--- src/rtl/issue_scheduler_pkg.sv ---
// Shared parameters, payload structs and helpers for the reservation-station scheduler.
package issue_scheduler_pkg;

  localparam int unsigned RS_ENTRIES = 8;
  localparam int unsigned NUM_PREGS  = 128;
  localparam int unsigned NUM_FUS    = 4;
  localparam int unsigned TAG_W      = $clog2(NUM_PREGS);
  localparam int unsigned FU_W       = $clog2(NUM_FUS);
  localparam int unsigned IDX_W      = $clog2(RS_ENTRIES);
  localparam int unsigned OCC_W      = $clog2(RS_ENTRIES) + 1;
  localparam int unsigned IMM_W      = 32;

  // Issue payload handed to register read.
  typedef struct packed {
    logic [TAG_W-1:0] src1_index;
    logic [TAG_W-1:0] src2_index;
    logic [IMM_W-1:0] imm_val;
    logic [TAG_W-1:0] dst_index;
  } sel_uop_t;

  // One reservation-station slot.
  typedef struct packed {
    logic             valid;
    logic [TAG_W-1:0] src1_tag;
    logic             src1_rdy;
    logic [TAG_W-1:0] src2_tag;
    logic             src2_rdy;
    logic [TAG_W-1:0] dst_tag;
    logic [FU_W-1:0]  fu;
    logic [IMM_W-1:0] imm;
  } rs_entry_t;

  // True when any valid writeback lane broadcasts the given tag.
  function automatic logic tag_hit(input logic [TAG_W-1:0]         tag,
                                   input logic [NUM_FUS-1:0]       wb_valid,
                                   input logic [NUM_FUS*TAG_W-1:0] wb_tag);
    logic hit;
    hit = 1'b0;
    for (int f = 0; f < NUM_FUS; f++) begin
      if (wb_valid[f] && (wb_tag[f*TAG_W +: TAG_W] == tag)) hit = 1'b1;
    end
    return hit;
  endfunction

endpackage

--- src/rtl/issue_scheduler_age_select.sv ---
// Oldest-first picker: grants the candidate that has no older candidate.
// Ports: cand (candidate vector), older[i][j] (j older than i), grant_c (one-hot, comb).
module rs_age_select
  import issue_scheduler_pkg::*;
#(
  parameter int unsigned N = RS_ENTRIES
) (
  input  logic [N-1:0]        cand,
  input  logic [N-1:0][N-1:0] older,
  output logic [N-1:0]        grant_c
);

  always_comb begin
    grant_c = '0;
    for (int i = 0; i < N; i++) begin
      grant_c[i] = cand[i] && ((cand & older[i]) == '0);
    end
  end

endmodule

--- src/rtl/issue_scheduler.sv ---
// Wakeup/select scheduler: holds renamed uops, snoops writeback tags, and
// issues the oldest ready uop to each non-busy functional unit.
// Ports: clk/rst (async high), flush; dispatch disp_* with disp_ready;
// wb_valid/wb_tag wakeup lanes; fu_busy; iss_valid/iss_uop (comb); occupancy.
module issue_scheduler
  import issue_scheduler_pkg::*;
(
  input  logic                     clk,
  input  logic                     rst,
  input  logic                     flush,
  input  logic                     disp_valid,
  output logic                     disp_ready,
  input  logic [TAG_W-1:0]         disp_src1_tag,
  input  logic [TAG_W-1:0]         disp_src2_tag,
  input  logic                     disp_src1_rdy,
  input  logic                     disp_src2_rdy,
  input  logic [TAG_W-1:0]         disp_dst_tag,
  input  logic [FU_W-1:0]          disp_fu,
  input  logic [IMM_W-1:0]         disp_imm,
  input  logic [NUM_FUS-1:0]       wb_valid,
  input  logic [NUM_FUS*TAG_W-1:0] wb_tag,
  input  logic [NUM_FUS-1:0]       fu_busy,
  output logic [NUM_FUS-1:0]       iss_valid,
  output sel_uop_t [NUM_FUS-1:0]   iss_uop,
  output logic [OCC_W-1:0]         occupancy
);

  rs_entry_t                              entries     [RS_ENTRIES];
  rs_entry_t                              entries_nxt [RS_ENTRIES];
  logic [RS_ENTRIES-1:0][RS_ENTRIES-1:0]  older, older_nxt;
  logic [OCC_W-1:0]                       occ_nxt;
  logic [RS_ENTRIES-1:0]                  valid_vec, ready_vec, issue_vec;
  logic [NUM_FUS-1:0][RS_ENTRIES-1:0]     cand, grant_raw, grant;
  logic [OCC_W-1:0]                       grant_cnt;
  logic [IDX_W-1:0]                       alloc_idx;
  logic                                   disp_fire;

  // Full check uses registered occupancy only, so same-cycle frees don't help.
  assign disp_ready = (occupancy != OCC_W'(RS_ENTRIES));
  assign disp_fire  = disp_valid && disp_ready && !flush;

  // Readiness and per-FU candidate vectors from registered state.
  always_comb begin
    valid_vec = '0;
    ready_vec = '0;
    cand      = '0;
    for (int i = 0; i < RS_ENTRIES; i++) begin
      valid_vec[i] = entries[i].valid;
      ready_vec[i] = entries[i].valid && entries[i].src1_rdy && entries[i].src2_rdy;
      for (int f = 0; f < NUM_FUS; f++) begin
        cand[f][i] = ready_vec[i] && (entries[i].fu == FU_W'(f));
      end
    end
  end

  for (genvar f = 0; f < NUM_FUS; f++) begin : g_sel
    rs_age_select #(.N(RS_ENTRIES)) u_sel (
      .cand    (cand[f]),
      .older   (older),
      .grant_c (grant_raw[f])
    );
  end

  // A busy FU suppresses its grant; the winner stays put and keeps its age.
  always_comb begin
    grant     = '0;
    issue_vec = '0;
    grant_cnt = '0;
    iss_valid = '0;
    iss_uop   = '0;
    for (int f = 0; f < NUM_FUS; f++) begin
      grant[f]     = fu_busy[f] ? '0 : grant_raw[f];
      iss_valid[f] = |grant[f];
      issue_vec    = issue_vec | grant[f];
      grant_cnt    = grant_cnt + OCC_W'(iss_valid[f]);
      for (int i = 0; i < RS_ENTRIES; i++) begin
        if (grant[f][i]) begin
          iss_uop[f].src1_index = entries[i].src1_tag;
          iss_uop[f].src2_index = entries[i].src2_tag;
          iss_uop[f].imm_val    = entries[i].imm;
          iss_uop[f].dst_index  = entries[i].dst_tag;
        end
      end
    end
  end

  // Lowest-index free slot.
  always_comb begin
    alloc_idx = '0;
    for (int i = RS_ENTRIES - 1; i >= 0; i--) begin
      if (!valid_vec[i]) alloc_idx = IDX_W'(i);
    end
  end

  // Next state: wakeup, issue free, dispatch allocate, then flush override.
  always_comb begin
    entries_nxt = entries;
    older_nxt   = older;
    for (int i = 0; i < RS_ENTRIES; i++) begin
      if (entries[i].valid) begin
        entries_nxt[i].src1_rdy = entries[i].src1_rdy || tag_hit(entries[i].src1_tag, wb_valid, wb_tag);
        entries_nxt[i].src2_rdy = entries[i].src2_rdy || tag_hit(entries[i].src2_tag, wb_valid, wb_tag);
      end
      if (issue_vec[i]) entries_nxt[i].valid = 1'b0;
    end
    if (disp_fire) begin
      entries_nxt[alloc_idx].valid    = 1'b1;
      entries_nxt[alloc_idx].src1_tag = disp_src1_tag;
      entries_nxt[alloc_idx].src1_rdy = disp_src1_rdy || tag_hit(disp_src1_tag, wb_valid, wb_tag);
      entries_nxt[alloc_idx].src2_tag = disp_src2_tag;
      entries_nxt[alloc_idx].src2_rdy = disp_src2_rdy || tag_hit(disp_src2_tag, wb_valid, wb_tag);
      entries_nxt[alloc_idx].dst_tag  = disp_dst_tag;
      entries_nxt[alloc_idx].fu       = disp_fu;
      entries_nxt[alloc_idx].imm      = disp_imm;
      for (int r = 0; r < RS_ENTRIES; r++) older_nxt[r][alloc_idx] = 1'b0;
      // Everything surviving this edge is older than the newcomer.
      older_nxt[alloc_idx] = valid_vec & ~issue_vec;
    end
    occ_nxt = occupancy + OCC_W'(disp_fire) - grant_cnt;
    if (flush) begin
      for (int i = 0; i < RS_ENTRIES; i++) entries_nxt[i].valid = 1'b0;
      older_nxt = '0;
      occ_nxt   = '0;
    end
  end

  always_ff @(posedge clk or posedge rst) begin
    if (rst) begin
      for (int i = 0; i < RS_ENTRIES; i++) entries[i] <= '0;
      older     <= '0;
      occupancy <= '0;
    end else begin
      entries   <= entries_nxt;
      older     <= older_nxt;
      occupancy <= occ_nxt;
    end
  end

endmodule

--- config.mk ---
export PLATFORM = sky130hd
export DESIGN_NAME = issue_scheduler
export DESIGN_NICKNAME = d
export VERILOG_FILES = /design/src/rtl/issue_scheduler_pkg.sv /design/src/rtl/issue_scheduler_age_select.sv /design/src/rtl/issue_scheduler.sv
export SDC_FILE = /design/constraint.sdc
export NUM_CORES = 2
export LEC_CHECK = 0
export CAP_MARGIN = 20
export CORE_UTILIZATION = 30
export CTS_BUF_LIST = sky130_fd_sc_hd__clkbuf_8
export DETAILED_ROUTE_END_ITERATION = 6
export SLEW_MARGIN = 15
export SYNTH_ARGS = -nofsm -noshare
export SYNTH_HDL_FRONTEND = slang
export SYNTH_HIERARCHICAL = 1
export SYNTH_SLANG_ARGS = --single-unit
--- constraint.sdc ---
create_clock -name clk -period 36.4 [get_ports clk]
set_input_delay 9.1 -clock clk [delete_from_list [all_inputs] [get_ports clk]]
set_output_delay 9.1 -clock clk [all_outputs]
set_load 0.01 [all_outputs]
======== Word-level counts from Yosys, hierarchy flattened ========
Cells that the tools add are included.
operators by class
  add/subtract/negate cells ............... 5
  magnitude comparators ................... 4
  equal/unequal tests ..................... 97
  mux-type cells .......................... 199
  bitwise operators ....................... 47
  reduce and logical (&&, ||, !) cells .... 220
operators by type and width
  operator              number
  $bwmux W464           8
  $mux W53              32
  $demux W58 S3         8
  $eq A7 B7 Y1          72
  $mux W464             1
  $and A8 B8 Y8         41
  $logic_not A8 Y1      32
  $logic_and A1 B1 Y1   156
  $mux W64              2
  $mux W1               123
  $bwmux W64            1
  $mux W58              1
  $mux W57              1
  $mux W50              1
  $mux W49              1
  $mux W42              1
  $mux W41              1
  $mux W8               5
  $mux W34              1
  $eq A2 B2 Y1 const B  16
  $mux W32              1
  $reduce_or A8 Y1      4
  $demux W8 S3          1
  $mux W3               8
  20 further kinds      54
word-level totals
  register bits ........................... 532
  bits of input ports ..................... 97
  output and inout port bits .............. 221
  logic and storage cells ................. 645

======== Logic depth before layout (Yosys ltp) ========
  depth after elaboration ................. 23
  depth in mapped cells ................... 22
  depth with buffers taken out ............ 19

======== By module ========
The synthesis kept the hierarchy.
by module, submodules not included
  module           times used  cells an instance  area each (µm²)  sequential area each (µm²)
  issue_scheduler  1           4742               38628.3          13312.8
  rs_age_select    4           64                 416.6            0.0

======== Worst setup path after synthesis ========
No wires, ideal clock.
  path kind ............................... input to output
  start point ............................. input port fu_busy[3]
  end point ............................... output port iss_uop[198] (netlist name)
  data arrival time ....................... 10.581 ns
  data required time ...................... 27.300 ns
  setup slack ............................. 16.719 ns
  stages .................................. 9
  path buffers ............................ 3
  cells stage by stage .................... buf_2 nand2b_1 buf_2 nand2_1 clkbuf_1 o22ai_1 nor3_1 a211oi_1 o21ai_0
RTL lines
  item             RTL line               RTL
  start, declared  issue_scheduler.sv:22  input logic [NUM_FUS-1:0] fu_busy,
  end, declared    issue_scheduler.sv:24  output sel_uop_t [NUM_FUS-1:0] iss_uop,

==> flow_summary.toml <==
[run_status]
status = "complete, but fails checks"
violations = "design-rule violations"

[cts]
numClockSinks = 532
clockBufferDepth = 3
hold_buffers = 0
clk_latency_ns = 0.82
numCtsBuffers = 98
cts.repair.resized = 0
path_clk_slew_ns = 0.06
cts_max_level = 3
cts_tree = "yes"
cts_root_buffer = "clkbuf_8"
cts_setup_buffers = 0

[sta]
drv_slew = 0
hold_ws_ns = 0.5357
setup_viol = 0
fmax_mhz = 43.31
tightestPinTransition_ns = 1.273
fin_skew_ns = 0.06456
fin_crit_sh_pct = 63.43
finalHoldViolCount = 0
slew_headroom_pct = 15.13
min_period_ns = 23.09
fin_tns_setup_ns = 0
rsz0062_at_grt = "no"

[finish]
stdcell_area_sq_um = 46540
post-route-util_pct = 34.92
layout_common_cells = "nand2_1, dfrtp_1, o21ai_0, a22oi_1, xnor2_1"
layout_commonest_cell = "nand2_1"
fin_nets = 5046
areaGrowthSynthToFinish_pct = 15.50
layout.filler_cells = 13772
drive_above_1_share_pct = 10.62
fin_cells = 6793

[routing]
drc = 21
drt_iter0_drc = 6866
drt_pass1_iterations = 7
vias_per_cell = 6.633
vias = 45060
wl_um = 221800
post_drt_wl_per_cell_um = 32.66
ant_nets = 0

[placement]
dpl.hpwl_um = 129500
placed_cells = 6606
place_area_sq_um = 44330
numPortBuffers = 317
place_congestion = 1.030

[critical_path]
crit_type = "in2out"
worstPathCellList = "clkdlybuf4s50_1 -> nand2b_2 -> buf_4 -> nand2_2 -> buf_4 -> o22ai_1 -> nor3_1 -> a211oi_1 -> o21ai_0 -> clkdlybuf4s50_1"
crit_fanout = 54
cp_slowest_cell = "o21ai_0"
cp-end-kind = "primary output"
slowest_delay_ns = 0.97
crit_arrival_ns = 13.99
cp-start-kind = "primary input"
required_ns = 27.30

[synthesis]
synth.top_cell.area_share_pct = 33.04
ys_ff_latch = 532
yosys.area.top_type = "dfrtp_1"
seq_area_frac_synth_pct = 33.04
synth-edff-count = 0
syn_inst = 4998
ys.flop_type = "dfrtp_1"
synthesis.area_sq_um = 40290
syn_avg_cell_area_sq_um = 8.062
ys_async_sr_fraction_pct = 100.0
yosysWarnings = 6
syn_nets = 5102
netlist_top_cells_area = "dfrtp_1, nand2_1, xnor2_1"
yosysUniqueCellTypes = 61

[grt]
grt_pass1_vias = 42974
grt_max_degree = 164
grt_overflow = 0
grt_antenna_before_repair = 22
grt_pass1_wl_um = 314200
grt_usage_pct = 31.39

[die]
start_util_pct = 30.23
die_area_sq_um = 135800
io_pins = 318
die_x_um = 368.5
coreArea_sq_um = 133300
std_cell_rows = 134
die_h_um = 368.5

[power_and_ir_drop]
leakagePower_nw = 18.43
peakVddDrop_mv = 0.02760
power_density_nw_per_um2 = 40.24

[worst_hold_path]
hp-class = "reg2reg"

[run]
maxCapViolCount = 0
cell usage after synthesis (24+ instances only):
| cell | number |
|---|---|
| a211oi_1 | 208 |
| a21oi_1 | 24 |
| a221oi_1 | 209 |
| a22oi_1 | 349 |
| buf_1 | 72 |
| buf_2 | 112 |
| buf_6 | 28 |
| clkbuf_1 | 385 |
| dfrtp_1 | 532 |
| mux2_2 | 105 |
| mux2_4 | 54 |
| nand2_1 | 922 |
| nand4_1 | 122 |
| nand4b_1 | 32 |
| nor2_1 | 182 |
| nor2b_1 | 44 |
| nor3_1 | 219 |
| nor4_1 | 37 |
| o21ai_0 | 443 |
| o21ai_1 | 42 |
| o22ai_1 | 211 |
| xnor2_1 | 349 |
| xor2_1 | 157 |
stage by stage:
step | setup slack (ns) | total power, mW
2_1_floorplan | 12.43 | 1.039
4_1_cts | 13.53 | 1.851
5_1_grt | 13.41 | 1.932
3_3_place_gp | 13.63 | 1.189
3_5_place_dp | 13.56 | 1.200
6_report | 13.31 | 1.873
final cells by class:
class                      count  area (sq um)  share of cell area, %
antenna                        6         15.01                0.03226
clock buffer                 119          1638                  3.519
clock inverter                58         510.5                  1.097
inverter                      20         82.58                 0.1774
multi-input combinational   3849         24690                  53.05
sequential                   532         13310                  28.60
tap                         1768          2212                  4.753
timing repair buffer         441          4079                  8.764
logic make-up (layout without fill, tap and decap cells):
family | after synthesis | in the layout | synth area share (%)
DFF | 532 | 532 | 33.04
AOI/OAI and AO/OA | 1540 | 1540 | 25.76
xor gates and xnor gates | 506 | 506 | 11.00
buffers and inverters | 617 | 638 | 6.617
and+or+nand+nor | 1630 | 1630 | 18.15
other | 0 | 6 | 0
muxes | 166 | 166 | 5.139
adders and majority gates | 7 | 7 | 0.2919
where the power goes:
group / leakage, nW / internal, mW / total (mW) / switching (mW)
combinational: 10.0 / 0.172 / 0.362 / 0.191
sequential: 7.19 / 0.669 / 0.853 / 0.184
clock: 1.21 / 0.356 / 0.658 / 0.303
total: 18.4 / 1.20 / 1.87 / 0.677
worst max-delay path: cells and delay by family:
| family | cells | cell delay, ns |
|---|---|---|
| buffers and inverters | 4 | 2.79 |
| AND/OR/NAND/NOR | 3 | 0.81 |
| AO/OA/AOI/OAI | 3 | 1.23 |
metal layers:
metal / share of wire [%] / up-vias / global-route usage (%)
li1: - / 18108 / -
met1: 37 / 21630 / 39.61
met2: 41 / 4189 / 44.57
met3: 15 / 1111 / 12.70
met4: 6.9 / 22 / 18.67
met5: 0.062 / - / 0
final timing paths:
kind | startpoint | to | slack, ns | cells after the start
setup reg to reg | entries[289]$_DFF_PP0_ | occupancy[3]$_DFF_PP0_ | 30.74 | 19
hold reg to reg | flop | flop | 0.54 | 2
setup / recovery | fu_busy[0] | iss_uop[45] | 13.31 | 10
hold / removal | flop | flop | 0.54 | 2
max in group asynchronous | rst | asynchronous set/reset pin | 25.00 | 4
min in group asynchronous | rst | asynchronous set/reset pin | 8.88 | 2
Power figures use the tool's default switching activity.
